--- src/rtl/uart_frame_rx.sv ---
// Frame parser behind uart_rx: SOF, LEN, payload, CRC8; buffers payload and reports status/counters.
// Latency: status updates one clock after the final byte (or timeout terminal count); rd_data is 1 clock after rd_addr.
// Backpressure: none upstream; bytes arriving while a finished frame awaits frame_ack are dropped and flagged in overrun.
module uart_frame_rx #(
    parameter int          ADDR_W         = 4,
    parameter int          TIMEOUT_CYCLES = 50_000,
    parameter logic [7:0]  SOF            = 8'h7E
) (
    input  logic              clk,
    input  logic              reset,
    input  logic [7:0]        rx_data,
    input  logic              rx_valid,
    input  logic              rx_error,
    input  logic              frame_ack,
    input  logic [ADDR_W-1:0] rd_addr,
    output logic [7:0]        rd_data,
    output logic              busy,
    output logic              frame_done,
    output logic              frame_ok,
    output logic [2:0]        err_code,
    output logic [ADDR_W:0]   frame_len,
    output logic              overrun,
    output logic [7:0]        good_cnt,
    output logic [7:0]        bad_cnt
);
    localparam int          MAX_LEN   = 2**ADDR_W;
    localparam int          LW        = ADDR_W + 1;
    localparam int          TW        = $clog2(TIMEOUT_CYCLES) + 1;
    localparam logic [8:0]  MAX_LEN_W = 9'(MAX_LEN);
    localparam logic [2:0]  ERR_OK    = 3'd0;
    localparam logic [2:0]  ERR_LEN   = 3'd1;
    localparam logic [2:0]  ERR_CRC   = 3'd2;
    localparam logic [2:0]  ERR_UART  = 3'd3;
    localparam logic [2:0]  ERR_TMO   = 3'd4;

    typedef enum logic [2:0] {S_IDLE, S_LEN, S_PAYLOAD, S_CRC, S_DONE} state_t;

    state_t          state_q, state_d;
    logic [7:0]      crc_q, crc_d;
    logic [TW-1:0]   tmo_q, tmo_d;
    logic [LW-1:0]   len_q, len_d;
    logic [LW-1:0]   idx_q, idx_d;
    logic            frame_done_q, frame_done_d;
    logic            frame_ok_q, frame_ok_d;
    logic [2:0]      err_q, err_d;
    logic [LW-1:0]   frame_len_q, frame_len_d;
    logic            overrun_q, overrun_d;
    logic [7:0]      good_q, good_d;
    logic [7:0]      bad_q, bad_d;
    logic [7:0]      rd_data_q;
    logic [7:0]      pay_mem [MAX_LEN];

    logic            accept;
    logic            wr_en;
    logic            fin;
    logic [2:0]      fin_err;
    logic [LW-1:0]   fin_len;

    // MSB-first CRC-8, poly 0x07, one byte per call.
    function automatic logic [7:0] crc8_step(input logic [7:0] c, input logic [7:0] d);
        logic [7:0] r;
        r = c ^ d;
        for (int i = 0; i < 8; i++) begin
            r = r[7] ? ((r << 1) ^ 8'h07) : (r << 1);
        end
        return r;
    endfunction

    assign accept = rx_valid && (state_q != S_DONE);

    // Next-state and status computation; a frame terminates through the fin/fin_err/fin_len triple.
    always_comb begin
        state_d      = state_q;
        crc_d        = crc_q;
        tmo_d        = tmo_q;
        len_d        = len_q;
        idx_d        = idx_q;
        frame_done_d = 1'b0;
        frame_ok_d   = frame_ok_q;
        err_d        = err_q;
        frame_len_d  = frame_len_q;
        overrun_d    = overrun_q;
        good_d       = good_q;
        bad_d        = bad_q;
        wr_en        = 1'b0;
        fin          = 1'b0;
        fin_err      = ERR_OK;
        fin_len      = '0;

        case (state_q)
            S_IDLE: begin
                tmo_d = '0;
                if (accept && !rx_error && rx_data == SOF) begin
                    crc_d   = 8'h00;
                    state_d = S_LEN;
                end
            end
            S_LEN, S_PAYLOAD, S_CRC: begin
                // Length is unknown while still in LEN, so report 0 there.
                fin_len = (state_q == S_LEN) ? '0 : len_q;
                if (accept) begin
                    tmo_d = '0;
                    if (rx_error) begin
                        fin     = 1'b1;
                        fin_err = ERR_UART;
                    end else if (state_q == S_LEN) begin
                        if (rx_data == 8'h00 || {1'b0, rx_data} > MAX_LEN_W) begin
                            fin     = 1'b1;
                            fin_err = ERR_LEN;
                        end else begin
                            len_d   = LW'(rx_data);
                            crc_d   = crc8_step(crc_q, rx_data);
                            idx_d   = '0;
                            state_d = S_PAYLOAD;
                        end
                    end else if (state_q == S_PAYLOAD) begin
                        wr_en = 1'b1;
                        crc_d = crc8_step(crc_q, rx_data);
                        idx_d = idx_q + LW'(1);
                        if (idx_q + LW'(1) == len_q) begin
                            state_d = S_CRC;
                        end
                    end else begin
                        fin     = 1'b1;
                        fin_err = (rx_data == crc_q) ? ERR_OK : ERR_CRC;
                    end
                end else if (tmo_q == TW'(TIMEOUT_CYCLES - 1)) begin
                    fin     = 1'b1;
                    fin_err = ERR_TMO;
                end else begin
                    tmo_d = tmo_q + TW'(1);
                end
            end
            S_DONE: begin
                // Ack wins over a simultaneous byte, leaving overrun clear.
                if (frame_ack) begin
                    state_d    = S_IDLE;
                    frame_ok_d = 1'b0;
                    err_d      = ERR_OK;
                    overrun_d  = 1'b0;
                end else if (rx_valid) begin
                    overrun_d = 1'b1;
                end
            end
            default: state_d = S_IDLE;
        endcase

        if (fin) begin
            state_d      = S_DONE;
            tmo_d        = '0;
            frame_done_d = 1'b1;
            err_d        = fin_err;
            frame_ok_d   = (fin_err == ERR_OK);
            frame_len_d  = fin_len;
            if (fin_err == ERR_OK) begin
                good_d = good_q + 8'd1;
            end else begin
                bad_d = bad_q + 8'd1;
            end
        end
    end

    // State, status and readout registers.
    always_ff @(posedge clk or posedge reset) begin
        if (reset) begin
            state_q      <= S_IDLE;
            crc_q        <= 8'h00;
            tmo_q        <= '0;
            len_q        <= '0;
            idx_q        <= '0;
            frame_done_q <= 1'b0;
            frame_ok_q   <= 1'b0;
            err_q        <= ERR_OK;
            frame_len_q  <= '0;
            overrun_q    <= 1'b0;
            good_q       <= 8'h00;
            bad_q        <= 8'h00;
            rd_data_q    <= 8'h00;
        end else begin
            state_q      <= state_d;
            crc_q        <= crc_d;
            tmo_q        <= tmo_d;
            len_q        <= len_d;
            idx_q        <= idx_d;
            frame_done_q <= frame_done_d;
            frame_ok_q   <= frame_ok_d;
            err_q        <= err_d;
            frame_len_q  <= frame_len_d;
            overrun_q    <= overrun_d;
            good_q       <= good_d;
            bad_q        <= bad_d;
            rd_data_q    <= pay_mem[rd_addr];
        end
    end

    // Payload buffer: no reset so it maps onto plain RAM; contents persist until overwritten.
    always_ff @(posedge clk) begin
        if (wr_en) begin
            pay_mem[idx_q[ADDR_W-1:0]] <= rx_data;
        end
    end

    assign rd_data    = rd_data_q;
    assign busy       = (state_q != S_IDLE);
    assign frame_done = frame_done_q;
    assign frame_ok   = frame_ok_q;
    assign err_code   = err_q;
    assign frame_len  = frame_len_q;
    assign overrun    = overrun_q;
    assign good_cnt   = good_q;
    assign bad_cnt    = bad_q;
endmodule

--- config.mk ---
export PLATFORM = sky130hd
export DESIGN_NAME = uart_frame_rx
export DESIGN_NICKNAME = d
export VERILOG_FILES = /design/src/rtl/uart_frame_rx.sv
export SDC_FILE = /design/constraint.sdc
export NUM_CORES = 1
export LEC_CHECK = 0
export CORE_MARGIN = 2
export CORE_UTILIZATION = 38
export DETAILED_ROUTE_END_ITERATION = 8
export PLACE_DENSITY_LB_ADDON = 0.15
export SYNTH_ARGS = -nofsm -noshare
export SYNTH_HDL_FRONTEND = slang
export SYNTH_SLANG_ARGS = --single-unit
export TNS_END_PERCENT = 10
--- constraint.sdc ---
create_clock -name clk -period 5.35 [get_ports clk]
set_input_delay 0.8025 -clock clk [delete_from_list [all_inputs] [get_ports clk]]
set_output_delay 0.8025 -clock clk [all_outputs]
set_load 0.005 [all_outputs]
==> run summary, run 1 <==
Subtracting the final worst setup slack from the clock period gives 3.56 ns. Multiplexer cells account for 11.6% of the synthesized area. The net count of the finished layout is 627. The combined global-route utilization of all metal layers was 16.2%; the detailed placement HPWL was 11700 um. The run gives 5.75 ns as the data required time of the critical path.

Sink count of the clock tree: 201. The category of the worst setup path capture point was a register. Worst reg2reg path endpoint: good_cnt[1]$_DFFE_PP0P_. The worst register-to-register path begins at state_q[2]$_DFFE_PP0P_.

Ranked by total cell area, the synthesized netlist is headed by sky130_fd_sc_hd__edfxtp_1, sky130_fd_sc_hd__dfrtp_1, sky130_fd_sc_hd__mux4_2. For this run, asynchronously set or reset flops after synthesis account for 36.3%. H-tree level count: 1. Leading cell type by number of instances after synthesis: sky130_fd_sc_hd__edfxtp_1.

The run gives 0.00367 uW as the leakage component of the power. The synthesized netlist devotes 9.36% of its cell area to simple gates. Of the synthesized area, sequential elements account for 66.4%.

After detailed routing, the number of vias per cell comes to 5.25. After clock tree synthesis, the repair step resized 0 gates. After synthesis the netlist holds a flip-flop and latch count of 201.

The internal portion of total power is 2630 uW. The tools report the count of final hold-check violations as 0. Setup slack closes at 1.79 ns. Measured in cells, the most critical reg-to-reg path has a length of 6. The clock-pin transition on the worst setup and hold timing paths is 0.06 ns, and the final antenna-violating net count is 0. The flow ran to the end, and the final reports show no timing, DRC or antenna violations. Detailed routing inserted a total of 4712 vias. The global-route wire length before repair was 29300 um; the final total negative setup slack was 0 ns. The detailed router finished its first iteration with 285 violations.

Cells fill 46.1% of the core in the end. Across the routed clock network, the largest skew measured is 0.00712 ns. Summing the areas of all compound-gate instances in the mapped netlist gives 3.47% of the synthesized area.

The post-route DRC violation count is 0, and the area share of fa/ha/maj cells after synthesis is 1.46%. For the area of the die, the log shows 0.0237 mm^2. TritonCTS built the clock tree. The total CTS buffers is 23. After synthesis, the largest family of logic cells by area is multiplexers. The count of cell types in the netlist was 49; the power density over the cells was 332 mW/mm^2. Per report_power, the sequential group accounts for 50.1% of the total.

Setup violations remaining at the end of the flow were counted as 0. The number of fillers in the final layout was 1916. The area fraction of the dominant cell type after synthesis is 45.0%. Final-report max-slew violation count: 0. The kind of launch point of the worst setup path is an input port. The post-detailed-route wirelength per cell is 20.9 um, and the worst-skew pair later-pin latency is 0.52 ns.

The count of inserted antenna diode cells is 0. For the total wire length, the log shows 18800 um. For the number of primary I/O pins, the log shows 53. The worst-margin pin slew is 1.22 ns. After synthesis, the most frequently instantiated cells are sky130_fd_sc_hd__edfxtp_1, sky130_fd_sc_hd__dfrtp_1, sky130_fd_sc_hd__mux4_2, sky130_fd_sc_hd__nor2_1, sky130_fd_sc_hd__xnor2_1. The run gives 0 as the initial antenna violation count. The initialized floorplan defines 54 standard-cell rows. In the synthesized netlist the dominant register cell turns out to be sky130_fd_sc_hd__edfxtp_1.

The run gives 18.5% as the worst relative slew slack. Entering global routing, the biggest net connects 40 pins. The floorplan step defined a core boundary enclosing 0.0220 mm^2. Data on the critical path arrives at its endpoint at 3.96 ns. The peak clock frequency supported by timing came out at 0.281 GHz.

Share of layout cells above drive strength 1: 17.7%. The synthesized design spends more area on one cell type than any other, namely sky130_fd_sc_hd__edfxtp_1. Of all nets on the critical path, the largest fanout is 20. The critical path ends at good_cnt[1]$_DFFE_PP0P_. In this run, the combinational gates consume 5.3% of the power.

Buffers inserted to repair hold after CTS numbered 0. In this run the power spent charging and discharging nets is 729 uW. The sequential cell area in the final layout came out at 0.00567 mm^2. The die outline width was 154 um. The clock tree buffer depth is 3, and the Yosys warning count is 0. The post-route clock period utilization was 66.6%; the reg-to-reg setup timing slack was 2.41 ns.

The xor-xnor portion of the synthesized cell area came out at 5.84%. Dividing the synthesized area by the synthesized cell count gives 15.9 um^2. The clock tree root buffer cell is sky130_fd_sc_hd__clkbuf_16. The number of nets in the synthesized netlist is 563. For this configuration, the core starts out at a cell density of 38.9%.

For the last weighted congestion value of the routability-driven placer, the log shows 0.763. The tools report the via count of the first global-routing pass as 4987. The tightest min-delay check is of the reg -> reg type. The signed area change from the synthesized netlist to the final layout was 18.4%; the vertical die dimension was 154 um.

Setup repair after global routing left no endpoint under its margin. For the clock group share of total power, the log shows 44.7%. The worst-case setup slack after placement was 1.17 ns. The number of synthesized flops with an enable pin works out to 128.

The multi-input combinational cell area was 0.00274 mm^2; the buffer count from post-CTS setup fixing was 0. The proportion of total power due to net switching was 21.7%; the total global routing overflow was 0. The critical path in this run is classified as in -> reg. The instance count of the mapped netlist is 536, and the number of input and output port buffers inserted is 52. For this run, the detailed router's first-pass iteration total came to 5. The critical path launch point is rx_data[3]. In this run the cell area of the synthesized design comes to 0.00854 mm^2. The tool flagged a number of max-cap violations equal to 0. Across the VDD grid, the largest voltage drop is 0.000243 V.
## worst min path at each step
stage,from,end,depth (start not counted),slack [ns]
6_report,good_cnt[7]$_DFFE_PP0P_,good_cnt[7]$_DFFE_PP0P_,1,0.46
5_1_grt,bad_cnt[7]$_DFFE_PP0P_,bad_cnt[7]$_DFFE_PP0P_,1,0.50
4_1_cts,good_cnt[7]$_DFFE_PP0P_,good_cnt[7]$_DFFE_PP0P_,1,0.47
3_5_place_dp,good_cnt[7]$_DFFE_PP0P_,good_cnt[7]$_DFFE_PP0P_,1,0.46
3_3_place_gp,err_code[2]$_DFFE_PP0P_,err_code[2]$_DFFE_PP0P_,1,0.47
2_1_floorplan,good_cnt[7]$_DFFE_PP0P_,good_cnt[7]$_DFFE_PP0P_,1,0.46
## power by group through the flow
stage	logic (uW)	registers [uW]	clock network [uW]
2_1_floorplan	90.7	1710	0
3_3_place_gp	179	1710	0
3_5_place_dp	181	1710	0
4_1_cts	182	1680	1540
5_1_grt	195	1680	1610
6_report	177	1680	1500
## layout by cell type, fill, tap and decap left out, types with 4 or more instances in the layout
cell type	count
sky130_fd_sc_hd__or3_1	6
sky130_fd_sc_hd__nor2_1	37
sky130_fd_sc_hd__xnor2_1	31
sky130_fd_sc_hd__edfxtp_1	128
sky130_fd_sc_hd__mux2_2	7
sky130_fd_sc_hd__clkinv_2	6
sky130_fd_sc_hd__ha_1	10
sky130_fd_sc_hd__nand2b_1	4
sky130_fd_sc_hd__and3_1	7
sky130_fd_sc_hd__a21o_1	4
sky130_fd_sc_hd__nand3_1	10
sky130_fd_sc_hd__dfrtp_1	73
sky130_fd_sc_hd__o21ai_0	18
sky130_fd_sc_hd__a22o_1	6
sky130_fd_sc_hd__nor3_2	7
sky130_fd_sc_hd__clkinv_1	4
sky130_fd_sc_hd__a21oi_1	4
sky130_fd_sc_hd__buf_4	11
sky130_fd_sc_hd__nor3_1	4
sky130_fd_sc_hd__clkbuf_16	23
sky130_fd_sc_hd__nand2_1	30
sky130_fd_sc_hd__clkdlybuf4s50_1	51
sky130_fd_sc_hd__inv_1	7
sky130_fd_sc_hd__xor2_1	26
sky130_fd_sc_hd__nand4_1	9
sky130_fd_sc_hd__and4b_1	5
sky130_fd_sc_hd__mux4_2	40
## per-layer routing
metal	vias up	share of wire [%]	wire length [um]	track usage (%)
li1	2160	-	-	-
met1	2409	45	8450	21.6
met2	111	48	9100	27.5
met3	32	4.1	775	2.93
met4	0	2.3	437	4.45
met5	-	0	0	0
## state kept, by name, summed over array words and instances, names as in the netlist
signal and flops:
pay_mem 128, tmo_q 17, bad_cnt 8, crc_q 8, good_cnt 8, rd_data 8, frame_len 5, idx_q 5
len_q 5, err_code 3, state_q 3, frame_done 1, frame_ok 1, overrun 1
## cell families (layout without fill, tap and decap cells)
kind of cell | after synthesis | after routing
AOI/OAI and AO/OA | 46 | 46
buffers and inverters | 32 | 113
muxes | 48 | 48
DFF | 201 | 201
adders and majority gates | 10 | 10
and+or+nand+nor | 142 | 142
xor gates and xnor gates | 57 | 57
## metrics by stage
step           hold slack [ns]  total power, uW  cell area [um^2]  std cells
6_report                 0.463             3360             10100        897
5_1_grt                  0.496             3480             10100        897
4_1_cts                  0.466             3410             10100        897
3_5_place_dp             0.460             1890              9380        855
3_3_place_gp             0.466             1890              9380        855
2_1_floorplan            0.465             1800              8540        536
## final cells by class
cell class / count / area share, %
clock buffers: 27 / 6.04
clock inverters: 15 / 1.16
inverters: 8 / 0.297
multi-input cells: 303 / 27.0
flip-flops and latches: 201 / 56.1
well taps: 280 / 3.46
repair buffers: 63 / 5.91
## critical path, stage by stage
cell	delay, ns
sky130_fd_sc_hd__clkdlybuf4s50_1	0.75
sky130_fd_sc_hd__xnor2_1	0.48
sky130_fd_sc_hd__ha_1	0.20
sky130_fd_sc_hd__and4_1	0.20
sky130_fd_sc_hd__a311oi_1	0.12
sky130_fd_sc_hd__or3_1	0.68
sky130_fd_sc_hd__nor2_1	0.33
sky130_fd_sc_hd__mux2_2	0.37
Power figures use the tool's default switching activity.
==> inputs of run 2 (changes only) <==
- clock period: 5.35 -> 3.5 ns (I/O delays scaled with it)
==> run 2 against run 1 <==
Against the previous run: global-route usage is 0.67 points lower; non-clock buffer count increased by 30; power is 51% higher; largest cell class unchanged; clock skew is 0.0093 ns higher; first-iteration DRC count rose by 26%.
==> run summary, run 2 (synthesis results as in run 1) <==
The flow ran to the end, and the final reports show no timing, DRC or antenna violations. The last weighted congestion value of the routability-driven placer was 0.795 (+4.2%); the peak clock frequency supported by timing was 0.367 GHz. The post-route DRC violation count is 0 (unchanged), and the final total negative setup slack is 0 ns (unchanged).

The count of inserted antenna diode cells was 0 (unchanged); the area of the die was 0.0237 mm^2 (unchanged). The library cell used most frequently in the layout, excluding fill and tap cells, is sky130_fd_sc_hd__edfxtp_1. The category of the worst setup path capture point was a register. The tools report the detailed placement HPWL as 12000 um (+3.0%).

The net switching power is 1050 uW (+44%). The total CTS buffers was 23 (unchanged). The worst relative slew slack came out at 57.8% (+39 points). The combined global-route utilization of all metal layers is 15.5% (-0.67 points). The signed area change from the synthesized netlist to the final layout came out at 20.5%. For the cts-stage hold buffer count, the log shows 0 (unchanged). The clock tree buffer depth came out at 3 (unchanged). The total global routing overflow was 0 (unchanged). Setup repair after global routing left no endpoint under its margin. The buffer count from post-CTS setup fixing came out at 0 (unchanged). The run gives 3.93 ns (-1.82 ns) as the data required time of the critical path. For the final net count, the log shows 657 (+4.8%). Final worst clock skew: 0.0164 ns (+0.00926 ns).

The clock group share of total power is 43.7% (-1.0 points). The library cells used most frequently in the layout, excluding fill and tap cells, are sky130_fd_sc_hd__edfxtp_1, sky130_fd_sc_hd__dfrtp_1, sky130_fd_sc_hd__clkdlybuf4s50_1. The internal portion of total power is 4010 uW (+53%), and the proportion of total power due to net switching is 20.7% (-0.95 points). In this run the worst hold path is classified as in -> async.

The worst path uses 77.8% of the clock period. The peak supply drop is 0.000230 V (-5.4%), and the initial antenna violation count is 0 (unchanged). The via count normalized by instance count is 5.15 (-2.0%).

The flip-flop count of the largest register after layout is 128 (unchanged). The vertical die dimension was 154 um (unchanged). The relative contribution of sequential cells to total power is 50.8% (+0.7 points), and the arrival time of the worst setup path is 3.15 ns (-0.81 ns). The logs give 358 (+26%) for the number of design-rule violations left by the first detailed-router iteration and 1 (unchanged) for the H-tree level count. The total wire length is 17800 um (-4.9%). Subtracting the final worst setup slack from the clock period gives 2.72 ns. The clock-pin transition on the worst setup and hold timing paths was 0.06 ns (about the same). Final-report max-slew violation count: 0 (unchanged).

The count of final hold-check violations is 0 (unchanged). STA classifies the critical path startpoint as an input port. The run gives 5.5% (+0.2 points) as the part of the total power dissipated in combinational logic.

Worst-skew pair later-pin latency: 0.51 ns (about the same). The post-detailed-route wirelength per cell works out to 19.3 um (-7.9%). The number of input and output port buffers inserted is 52 (unchanged), and the share of layout cells above drive strength 1 is 20.0% (+2.3 points). For the maximum number of pins on one net before global-route repair, the log shows 33 (-18%).

The via count of the first global-routing pass was 5120 (+2.7%). Die outline width: 154 um (unchanged). The number of resized instances in the post-cts repair step was 0 (unchanged). TritonCTS built the clock tree. The logs give 38.9% (unchanged) for the starting density of the core and 4 (-1) for the number of iterations in the first detailed-routing pass. The critical path is of the in -> reg type. The logs give 28800 um (-1.6%) for the global-route wire length before repair and 201 (unchanged) for the sink count of the clock tree. The worst-margin pin slew is 0.631 ns (-0.588 ns).

The peak fanout along the critical path was 21 (+5.0%). The root buffer cell chosen for the clock tree is sky130_fd_sc_hd__clkbuf_16. For the final antenna-violating net count, the log shows 0 (unchanged).

The run gives 5060 uW (+51%) as the total power. The area of the core was 0.0220 mm^2 (unchanged); the number of primary I/O pins was 53 (unchanged). The via count was 4767 (+1.2%); the power density over the cells was 492 mW/mm^2 (+48%). The number of setup violations in the final report came out at 0 (unchanged). The logs give 54 (unchanged) for the placement row count and 0 (unchanged) for the max-capacitance violation count. The leakage component of the power was 0.00379 uW (+3.4%).
## run 2: cell count changes in the layout (fill, tap and decap cells not counted), sizes merged
cell | before | now
clkinv | 10 | 5
clkbuf | 27 | 34
buf | 12 | 42
clkinvlp | 3 | 0
## run 2: area by class of cell
type / instances / area, um^2
inverters: 8 / 30.0
fillers: 1876 / 11700
multi-input cells: 303 / 2720
flip-flops and latches: 201 / 5670
clock inverters: 7 / 66.3
clock buffers: 34 / 627
well taps: 280 / 350
repair buffers: 93 / 836
## run 2: stage by stage
stage	worst slack [ns]	hold slack [ns]	cells	utilization (%)	instance area, um^2
after floorplan	0.882	0.465	536	-	8540
after global placement	0.321	0.479	885	43.7	9600
after detailed placement	0.252	0.461	885	43.7	9600
after CTS	0.786	0.413	926	46.9	10300
after global routing	0.593	0.473	926	46.9	10300
final	0.778	0.411	926	46.9	10300
## run 2: final timing paths
path / depth (start not counted) / start / slack, ns / endpoint
setup reg to reg: 7 / tmo_q[5]$_DFFE_PP0P_ / 1.01 / good_cnt[6]$_DFFE_PP0P_
hold reg to reg: 1 / good_cnt[7]$_DFFE_PP0P_ / 0.48 / good_cnt[7]$_DFFE_PP0P_
hold / removal: 2 / reset / 0.41 / good_cnt[2]$_DFFE_PP0P_
setup / recovery: 9 / rx_data[2] / 0.78 / good_cnt[6]$_DFFE_PP0P_
max in group asynchronous: 3 / reset / 2.27 / rd_data[2]$_DFF_PP0_
min in group clk: 1 / good_cnt[7]$_DFFE_PP0P_ / 0.48 / good_cnt[7]$_DFFE_PP0P_
## run 2: power by group through the flow
stage          combinational [uW]  clock [uW]  sequential (uW)
4_1_cts                       289        2280             2570
2_1_floorplan                 139           0             2620
3_5_place_dp                  286           0             2620
5_1_grt                       307        2390             2570
3_3_place_gp                  283           0             2620
6_report                      280        2210             2570
## run 2: layer usage
metal	part of all wire (%)	up-vias	track usage (%)
met5	0	-	0
met2	49	98	26.8
li1	-	2216	-
met3	4.0	28	2.68
met1	46	2425	20.7
met4	1.7	0	3.65
## run 2: critical path: stages
cell and delay [ns]:
sky130_fd_sc_hd__clkdlybuf4s50_1 0.40, sky130_fd_sc_hd__buf_4 0.21, sky130_fd_sc_hd__nor4_2 0.28, sky130_fd_sc_hd__mux2_4 0.35
sky130_fd_sc_hd__and4b_1 0.30, sky130_fd_sc_hd__or3b_1 0.41, sky130_fd_sc_hd__buf_4 0.22, sky130_fd_sc_hd__nor4_2 0.29
sky130_fd_sc_hd__xor2_1 0.17
==> inputs of run 3 (changes only) <==
- clock period: 3.5 -> 2.42 ns (I/O delays scaled with it)
==> run 3 against run 2 <==
Against the previous run: first-iteration DRC count decreased by 36%; clock power grew 38%; register-to-register slack got worse by 0.85 ns; sequential share of layout area decreased by 2.1 points; die area unchanged; critical path type unchanged; highest routed layer is now met5.
==> run summary, run 3 (synthesis results as in run 1) <==
The logs give 0.0107 mm^2 (+4.0%) for the post-layout instance area and -0.560 ns (-0.812 ns) for the worst-case setup slack after placement. The number of input and output port buffers inserted is 52 (unchanged), and the combined global-route utilization of all metal layers is 15.9% (+0.40 points). Last weighted congestion value of the routability-driven placer: 0.777 (-2.2%). The detailed placement HPWL is 12600 um (+4.6%), and the peak fanout along the critical path is 12 (-43%). The tools report the final total negative setup slack as 0 ns (unchanged).

TritonCTS built the clock tree. Setup repair after global routing could not meet its margin everywhere. The run gives 5321 (+3.9%) as the via count of the first global-routing pass. In the layout the commonest cells are sky130_fd_sc_hd__edfxtp_1, sky130_fd_sc_hd__dfrtp_1, sky130_fd_sc_hd__buf_4.

The total global routing overflow came out at 0 (unchanged). The flip-flop count of the largest register after layout was 128 (unchanged). The flow ran to the end, and the final reports show no timing, DRC or antenna violations.

Static timing analysis puts the maximum clock frequency at 0.413 GHz. The run gives 0.00153 ns (-0.776 ns) as the final critical-path setup slack. Compared with the post-synthesis result, the final layout area differs by 25.4%. The final worst clock skew is 0.0101 ns (-0.00631 ns). The logs give 62.2% (+4.4 points) for the worst relative slew slack and 53 (unchanged) for the number of primary I/O pins. The critical path is of the in -> reg type. Die outline width: 154 um (unchanged). The area of the die was 0.0237 mm^2 (unchanged). The logs give 3 (unchanged) for the clock tree buffer depth and 0 (unchanged) for the number of setup violations in the final report. For the peak supply drop, the log shows 0.000383 V (+66%). The vertical die dimension came out at 154 um (unchanged). For the worst-skew pair later-pin latency, the log shows 0.51 ns (about the same). The tightest min-delay check is of the in -> async type. Arrival time of the worst setup path: 2.84 ns (-0.31 ns). The number of design-rule violations left by the first detailed-router iteration came out at 228 (-36%).

The number of iterations in the first detailed-routing pass came out at 4 (unchanged). The total wire length came out at 18300 um (+2.7%). The post-detailed-route wirelength per cell works out to 19.1 um (-0.99%). The initial antenna violation count was 1 (+1); the placement row count was 54 (unchanged). The tools report the category of the worst setup path capture point as a register. The count of final hold-check violations was 0 (unchanged); the post-route clock period utilization was 99.9%.

The via count normalized by instance count was 5.14 (about the same). The run gives 0.00404 uW (+6.5%) as the leakage component of the power. The logs give 0.264 ns (-0.147 ns) for the final worst hold slack and 74 (+120%) for the maximum number of pins on one net before global-route repair.

Leaving out fill and tap cells, the most frequent cell in the layout is sky130_fd_sc_hd__edfxtp_1. The count of inserted antenna diode cells is 0 (unchanged), and the worst-margin pin slew is 0.566 ns (-0.0641 ns). STA classifies the critical path startpoint as an input port. The run gives 2.84 ns (-1.09 ns) as the data required time of the critical path.

Clock tree root buffer cell: sky130_fd_sc_hd__clkbuf_16. The sink count of the clock tree was 201 (unchanged); the total CTS buffers was 22 (-4.3%). The run gives 4943 (+3.7%) as the via count. The final critical-path required period works out to 2.42 ns.

Final antenna-violating net count: 0 (unchanged). The area of the core was 0.0220 mm^2 (unchanged); the clock-pin transition on the worst setup and hold timing paths was 0.06 ns (about the same). Final net count: 693 (+5.5%).

The max-capacitance violation count is 0 (unchanged). The global-route wire length before repair was 29500 um (+2.4%). The buffer count from post-CTS setup fixing came out at 0 (unchanged). Post-route DRC violation count: 0 (unchanged). The logs give 0 (unchanged) for the final-report max-slew violation count and 38.9% (unchanged) for the starting density of the core. The H-tree level count is 1 (unchanged), and the total power is 7220 uW (+43%). The area of placed instances was 0.00998 mm^2 (+4.0%); the power density over the cells was 674 mW/mm^2 (+37%). Share of layout cells above drive strength 1: 26.1% (+6.2 points).
[run 3: cell type report]
class / instances / area (um^2)
inverter: 8 / 30.0
multi-input combinational: 303 / 2780
sequential: 201 / 5670
clock buffer: 32 / 608
tap: 280 / 350
fill: 1861 / 11300
timing repair buffer: 130 / 1220
clock inverter: 7 / 48.8
[run 3: layer usage]
metal / wire length [um] / up-vias / global-route usage (%)
li1: - / 2289 / -
met1: 8170 / 2527 / 21.3
met2: 9130 / 97 / 27.3
met3: 689 / 28 / 3.04
met4: 322 / 2 / 3.56
met5: 13 / - / 0
[run 3: path summary, 6_finish.rpt]
check | from | to | slack, ns | depth (start not counted)
setup / recovery | rx_data[2] | good_cnt[6]$_DFFE_PP0P_ | 0.002 | 9
hold / removal | reset | tmo_q[0]$_DFFE_PP0P_ | 0.26 | 3
setup reg to reg | crc_q[2]$_DFFE_PP0P_ | good_cnt[6]$_DFFE_PP0P_ | 0.16 | 8
hold reg to reg | bad_cnt[7]$_DFFE_PP0P_ | bad_cnt[7]$_DFFE_PP0P_ | 0.49 | 1
max in group asynchronous | reset | rd_data[1]$_DFF_PP0_ | 1.82 | 3
min in group clk | bad_cnt[7]$_DFFE_PP0P_ | bad_cnt[7]$_DFFE_PP0P_ | 0.49 | 1
[run 3: per-stage QoR]
step           util (%)  std cells
6_report           48.8        961
5_1_grt            48.8        961
4_1_cts            48.5        961
3_5_place_dp       45.5        922
3_3_place_gp       45.5        922
2_1_floorplan         -        536
[run 3: critical path: stages]
cell and delay [ns]:
sky130_fd_sc_hd__clkdlybuf4s50_1 0.41, sky130_fd_sc_hd__buf_4 0.19, sky130_fd_sc_hd__nor4_2 0.26, sky130_fd_sc_hd__mux2_4 0.35
sky130_fd_sc_hd__and4b_1 0.23, sky130_fd_sc_hd__or3b_4 0.41, sky130_fd_sc_hd__buf_12 0.17, sky130_fd_sc_hd__nor4_4 0.26
sky130_fd_sc_hd__xor2_1 0.19
[run 3: timing repair]
action                                 CTS  global route
endpoints found under the hold margin    0             0
pin swaps                                0             0
cloned                                   0             0
gates resized for setup                  2            11
hold buffers                             0             0
setup endpoints to repair                3            26
[run 3: where the power goes]
| group | switching (uW) | internal, uW | total [uW] |
|---|---|---|---|
| Clock | 1300 | 1750 | 3050 |
| Combinational | 204 | 245 | 449 |
| Sequential | 26.9 | 3690 | 3720 |
==> RTL change 1 (config.mk and constraints of run 3) <==
Re-encode `state_t` (5 states) as one-hot, 5 bits wide.
--- a/src/rtl/uart_frame_rx.sv
+++ b/src/rtl/uart_frame_rx.sv
@@ -35,3 +35,3 @@
 
-    typedef enum logic [2:0] {S_IDLE, S_LEN, S_PAYLOAD, S_CRC, S_DONE} state_t;
+    typedef enum logic [4:0] {S_IDLE = 5'b00001, S_LEN = 5'b00010, S_PAYLOAD = 5'b00100, S_CRC = 5'b01000, S_DONE = 5'b10000} state_t;
 
Check against the original RTL: same outputs for any inputs over 4 cycles, from zero or initial values and one cycle with reset high; so few cycles prove little.
==> RTL change 1 against run 3 <==
  * Routed wire length up 17%
  * Critical endpoint is now bad_cnt[4]
  * Worst setup slack better by 0.026 ns
  * Design area rose by 7.8%
  * Critical path depth decreased by 1
  * Sequential cell count up 2
  * Synthesized cell count increased by 9.0%
  * Utilization up 1.9 points
  * Synthesized area grew 4.0%
  * Highest routed layer is now met4
  * Global-route usage is 2.0 points higher
  * Largest cell class unchanged
  * Sequential share of layout area down 3.4 points
  * Non-clock buffer count is 16 higher
Power is not compared: it rests on default switching activity, and its combinational part moved more than twofold at a synthesized area within 25%.
==> RTL change 1: results (changes against run 3) <==
\begin{tabular}{lr}
\hline
Metric & Value \\
\hline
\multicolumn{2}{l}{\textbf{Clock network}} \\
Clock transition at the register clock pins on the worst setup and hold paths after CTS & 0.06 ns (about the same) \\
CTS H-tree depth & 1 (unchanged) \\
Clock latency reported for the late side of the worst-skew pair & 0.52 ns \\
Total CTS buffers & 24 (+9.1\%) \\
\multicolumn{2}{l}{\textbf{Layout}} \\
Share of cells above drive strength 1 & 29.7\% (+3.5 points) \\
Filler Cell Count & 1922 (+3.3\%) \\
Flip-flop count of the largest register after layout & 128 (unchanged) \\
Number of nets in the finished design & 761 (+9.8\%) \\
\multicolumn{2}{l}{\textbf{Logic synthesis}} \\
Fraction of synthesis flops using an asynchronous set or reset pin & 36.9\% (+0.63 points) \\
Ranking of synthesized cells by area & sky130\_fd\_sc\_hd\_\_edfxtp\_1, sky130\_fd\_sc\_hd\_\_dfrtp\_1, sky130\_fd\_sc\_hd\_\_mux4\_2 \\
Synth top cells by count & sky130\_fd\_sc\_hd\_\_edfxtp\_1, sky130\_fd\_sc\_hd\_\_dfrtp\_1, sky130\_fd\_sc\_hd\_\_nand2\_1 \\
Fraction of the yosys area taken by sequential cells & 64.4\% (-2.0 points) \\
Net Count, Synth & 611 (+8.5\%) \\
Count of cell types in the netlist & 62 (+27\%) \\
Gate count of the mapped netlist & 584 (+9.0\%) \\
\multicolumn{2}{l}{\textbf{Drt}} \\
Drt initial violations & 395 (+73\%) \\
Detailed-route wire length per cell & 20.1 µm (+5.4\%) \\
Vias & 5543 (+12\%) \\
Detailed-route vias per instance & 5.20 (+1.2\%) \\
\multicolumn{2}{l}{\textbf{Global route}} \\
Global-route wire length before repair & 33300 µm (+13\%) \\
Pin count of the biggest net entering global routing & 37 (-50\%) \\
GRT Overall Usage & 18.0\% (+2.0 points) \\
Number of global-route vias before repair & 5691 (+7.0\%) \\
Number of antenna violations at the first check in global routing & 0 (-1) \\
\multicolumn{2}{l}{\textbf{Outcome}} \\
Run status & complete, no violations \\
\multicolumn{2}{l}{\textbf{Placed design}} \\
Final estimated routing congestion in global placement & 0.831 (+6.8\%) \\
Port Buf Inserts & 52 (unchanged) \\
DP Wirelength & 14600 µm (+16\%) \\
Instance count after placement with tap cells included & 1016 (+10\%) \\
\multicolumn{2}{l}{\textbf{Min path}} \\
HP Class & in -> async \\
\multicolumn{2}{l}{\textbf{STA}} \\
Worst hold margin & 0.173 ns (-0.0903 ns) \\
Transition at the pin with the smallest max-transition slack & 0.529 ns (-0.0377 ns) \\
Setup skew after layout & 0.0165 ns (+0.00647 ns) \\
\multicolumn{2}{l}{\textbf{Worst setup path}} \\
Critical path class & reg -> reg \\
CP max FO & 6 (-6) \\
Worst EP arrival & 2.78 ns (-0.06 ns) \\
Critical register-to-register path startpoint & tmo\_q[4] \\
Register-to-Register Setup Slack & 0.03 ns (-0.13 ns) \\
\multicolumn{2}{l}{\textbf{Die}} \\
Horizontal die dimension & 157 µm (+1.9\%) \\
\hline
\end{tabular}
==> RTL change 1: kinds of logic after synthesis <==
group	count (synthesis)	synth area share, %
AOI/OAI and AO/OA	64	5.21
xor gates and xnor gates	54	5.49
adders and majority gates	10	1.41
buffers and inverters	31	1.62
DFF	203	64.4
muxes	52	11.6
and+or+nand+nor	170	10.2
==> RTL change 1: power by group <==
| part | switching, mW | leakage (nW) | internal (mW) |
|---|---|---|---|
| Sequential | 0.268 | 2.15 | 3.92 |
| Combinational | 1.19 | 1.79 | 1.26 |
| Clock | 1.37 | 0.390 | 2.23 |
==> RTL change 1: layout make-up <==
class                           instances  area share [%]
Sequential cell                       203            49.6
Multi-Input combinational cell        350            27.2
Timing Repair Buffer                  146            12.6
Clock buffer                           39            6.21
Tap cell                              313            3.39
Clock inverter                          5           0.737
Inverter                                9           0.303
==> RTL change 1: repair_timing <==
| item | 4_1_cts | 5_1_grt |
|---|---|---|
| pin swaps | 2 | 2 |
| hold buffers | 0 | 0 |
| gates cloned | 0 | 1 |
| setup buffers | 1 | 3 |
| resized for setup | 10 | 18 |
| endpoints found under the setup margin | 29 | 129 |
==> RTL change 1: path summary, 6_finish.rpt <==
check	depth (start not counted)	endpoint
hold / removal	2	idx_q[2]
hold reg to reg	1	good_cnt[7]
setup reg to reg	8	bad_cnt[4]
min in group clk	1	pay_mem[0][2]
setup / recovery	8	bad_cnt[4]
max in group asynchronous	3	state_q[0]
==> RTL change 1: layer usage <==
metal / vias to the layer above / share of wire (%) / global-route usage (%)
li1: 2532 / - / -
met1: 2843 / 44 / 24.2
met2: 139 / 50 / 30.9
met3: 29 / 4.3 / 2.60
met4: 0 / 1.9 / 4.28
met5: - / 0 / 0
==> RTL change 1: critical path, cell delays in order, from the launching register on <==
cell and delay [ns]:
sky130_fd_sc_hd__dfrtp_1 0.38, sky130_fd_sc_hd__or4_4 0.53, sky130_fd_sc_hd__or4_4 0.46, sky130_fd_sc_hd__o22ai_4 0.16, sky130_fd_sc_hd__buf_6 0.14, sky130_fd_sc_hd__a31oi_4 0.12
sky130_fd_sc_hd__buf_4 0.16, sky130_fd_sc_hd__nand4b_1 0.18, sky130_fd_sc_hd__xnor2_1 0.14
==> RTL change 1: through the flow <==
stage	utilization, %	area, µm²	worst slack, ns	TNS [ns]
detailed placement	46.5	10600	-0.882	-38.59
global placement	46.5	10600	-0.816	-35.47
floorplan	-	8890	-0.0324	-0.0405
finish	50.7	11500	0.0276	0
global route	50.7	11500	-0.0837	-0.176
CTS	50.3	11500	-0.0296	-0.0296
==> RTL change 2 (settings of run 3) <==
Made on the original files. Set the parameter `ADDR_W` to 5 (it was 4).
--- a/src/rtl/uart_frame_rx.sv
+++ b/src/rtl/uart_frame_rx.sv
@@ -4,3 +4,3 @@
 module uart_frame_rx #(
-    parameter int          ADDR_W         = 4,
+    parameter int          ADDR_W         = 5,
     parameter int          TIMEOUT_CYCLES = 50_000,
Ports: changed (resized frame_len and rd_addr); port bits go from 53 to 55. No check against the original RTL was run, so the function may have changed too.
==> RTL change 2 against run 3 <==
  * Combinational power rose to 2.5 times the old value
  * Synthesized area is 64% higher
  * Fmax increased by 3.8%
  * Final cell count grew 54%
  * Hold slack worse by 0.14 ns
  * Sequential cell count is 131 higher
  * Die area is 62% higher
  * Utilization shrank 1.3 points
  * Routed wire length is 70% higher
  * Power up 82%
  * Worst setup slack better by 0.089 ns
  * Synthesized cell count rose by 50%
  * Design area is 61% higher
  * Clock power rose by 85%
  * Largest cell class unchanged
==> RTL change 2: results (changes against run 3) <==
\begin{tabular}{lr}
\hline
Metric & Value \\
\hline
\multicolumn{2}{l}{\textbf{Outcome}} \\
Run status & complete, no violations \\
\multicolumn{2}{l}{\textbf{Logic synthesis}} \\
Post-synth EDFFs & 256 (+100\%) \\
Fraction of synthesis flops using an asynchronous set or reset pin & 22.9\% (-13 points) \\
Net Count, Synth & 834 (+48\%) \\
Count of cell types in the netlist & 69 (+41\%) \\
Fraction of the yosys area taken by sequential cells & 68.6\% (+2.2 points) \\
Synth top cells by count & sky130\_fd\_sc\_hd\_\_edfxtp\_1, sky130\_fd\_sc\_hd\_\_mux4\_2, sky130\_fd\_sc\_hd\_\_dfrtp\_1 \\
\multicolumn{2}{l}{\textbf{Placed design}} \\
DP Wirelength & 21400 µm (+70\%) \\
Port Buf Inserts & 54 (+3.8\%) \\
Instance count after placement with tap cells included & 1408 (+53\%) \\
\multicolumn{2}{l}{\textbf{Drt}} \\
Drt initial violations & 518 (+130\%) \\
Total wirelength of the detailed-routed design & 31200 µm (+70\%) \\
Detailed-route vias per instance & 5.09 (-0.95\%) \\
Router iterations before antenna repair & 7 (+3) \\
Vias & 7530 (+52\%) \\
\multicolumn{2}{l}{\textbf{Global route}} \\
Pin count of the biggest net entering global routing & 34 (-54\%) \\
GRT Overall Usage & 16.9\% (+0.94 points) \\
Number of antenna violations at the first check in global routing & 0 (-1) \\
Global-route wire length before repair & 48800 µm (+66\%) \\
\multicolumn{2}{l}{\textbf{Layout}} \\
Flip-flop count of the largest register after layout & 256 (+100\%) \\
Number of nets in the finished design & 1009 (+46\%) \\
Filler Cell Count & 3131 (+68\%) \\
\multicolumn{2}{l}{\textbf{Worst setup path}} \\
Worst EP arrival & 1.97 ns (-0.87 ns) \\
\multicolumn{2}{l}{\textbf{Clock network}} \\
CTS H-tree depth & 2 (+1) \\
\multicolumn{2}{l}{\textbf{Power}} \\
Maximum resistive drop on vdd & 0.510 mV (+33\%) \\
Leakage & 6.05 nW (+50\%) \\
\multicolumn{2}{l}{\textbf{STA}} \\
Setup skew after layout & 0.0128 ns (+0.00274 ns) \\
\hline
\end{tabular}
-- RTL change 2: repair_timing --
action,CTS,global route
resized for setup,1,2
setup endpoints to repair,1,11
pin swaps,0,1
buffers inserted,0,1
hold endpoints to repair,0,0
-- RTL change 2: final timing paths --
path,from,end,slack [ns],cells after the start
setup / recovery,state_q[1],busy,0.09,3
hold / removal,reset,frame_done,0.13,2
setup reg to reg,tmo_q[0],bad_cnt[1],0.21,6
hold reg to reg,good_cnt[7],good_cnt[7],0.47,1
max in group asynchronous,reset,rd_data[4],1.70,3
min in group clk,good_cnt[7],good_cnt[7],0.47,1
-- RTL change 2: per-layer routing --
metal,global-route usage [%],wire (µm)
met1,24.7,15400
met2,26.8,14500
met3,2.54,889
met4,3.98,395
met5,0,0
-- RTL change 2: area by class of cell --
type	instances	area share [%]
Clock inverter	17	0.999
Inverter	19	0.420
Multi-Input combinational cell	420	24.1
Tap cell	468	3.39
Timing Repair Buffer	170	9.43
Sequential cell	332	55.5
Clock buffer	52	6.16
-- RTL change 2: report_power, final --
group          internal (mW)  switching (mW)
logic                  0.618           0.525
registers               6.27          0.0941
clock network           3.42            2.21
-- RTL change 2: kinds of logic (layout without fill, tap and decap cells) --
kind of cell	Yosys count	after routing	synth area share (%)
DFF	332	332	68.6
and+or+nand+nor	189	189	6.87
muxes	102	102	14.6
AOI/OAI and AO/OA	62	62	3.60
xor gates and xnor gates	57	57	3.78
buffers and inverters	54	258	1.67
adders and majority gates	10	10	0.895
-- RTL change 2: critical path, stage by stage (launching register included) --
cell and delay (ns):
sky130_fd_sc_hd__dfrtp_1 0.69, sky130_fd_sc_hd__nor2_4 0.12, sky130_fd_sc_hd__nand2_1 0.13, sky130_fd_sc_hd__clkdlybuf4s50_1 0.51
-- RTL change 2: metrics by stage --
stage	cell area, µm²	power, mW	setup TNS [ns]	worst slack (ns)
3_3_place_gp	16000	7.63	-10.63	-0.373
2_1_floorplan	14000	7.04	0	0.0869
3_5_place_dp	16000	7.64	-11.38	-0.450
6_report	17300	13.1	0	0.0910
5_1_grt	17300	13.6	0	0.0241
4_1_cts	17300	13.3	0	0.0183
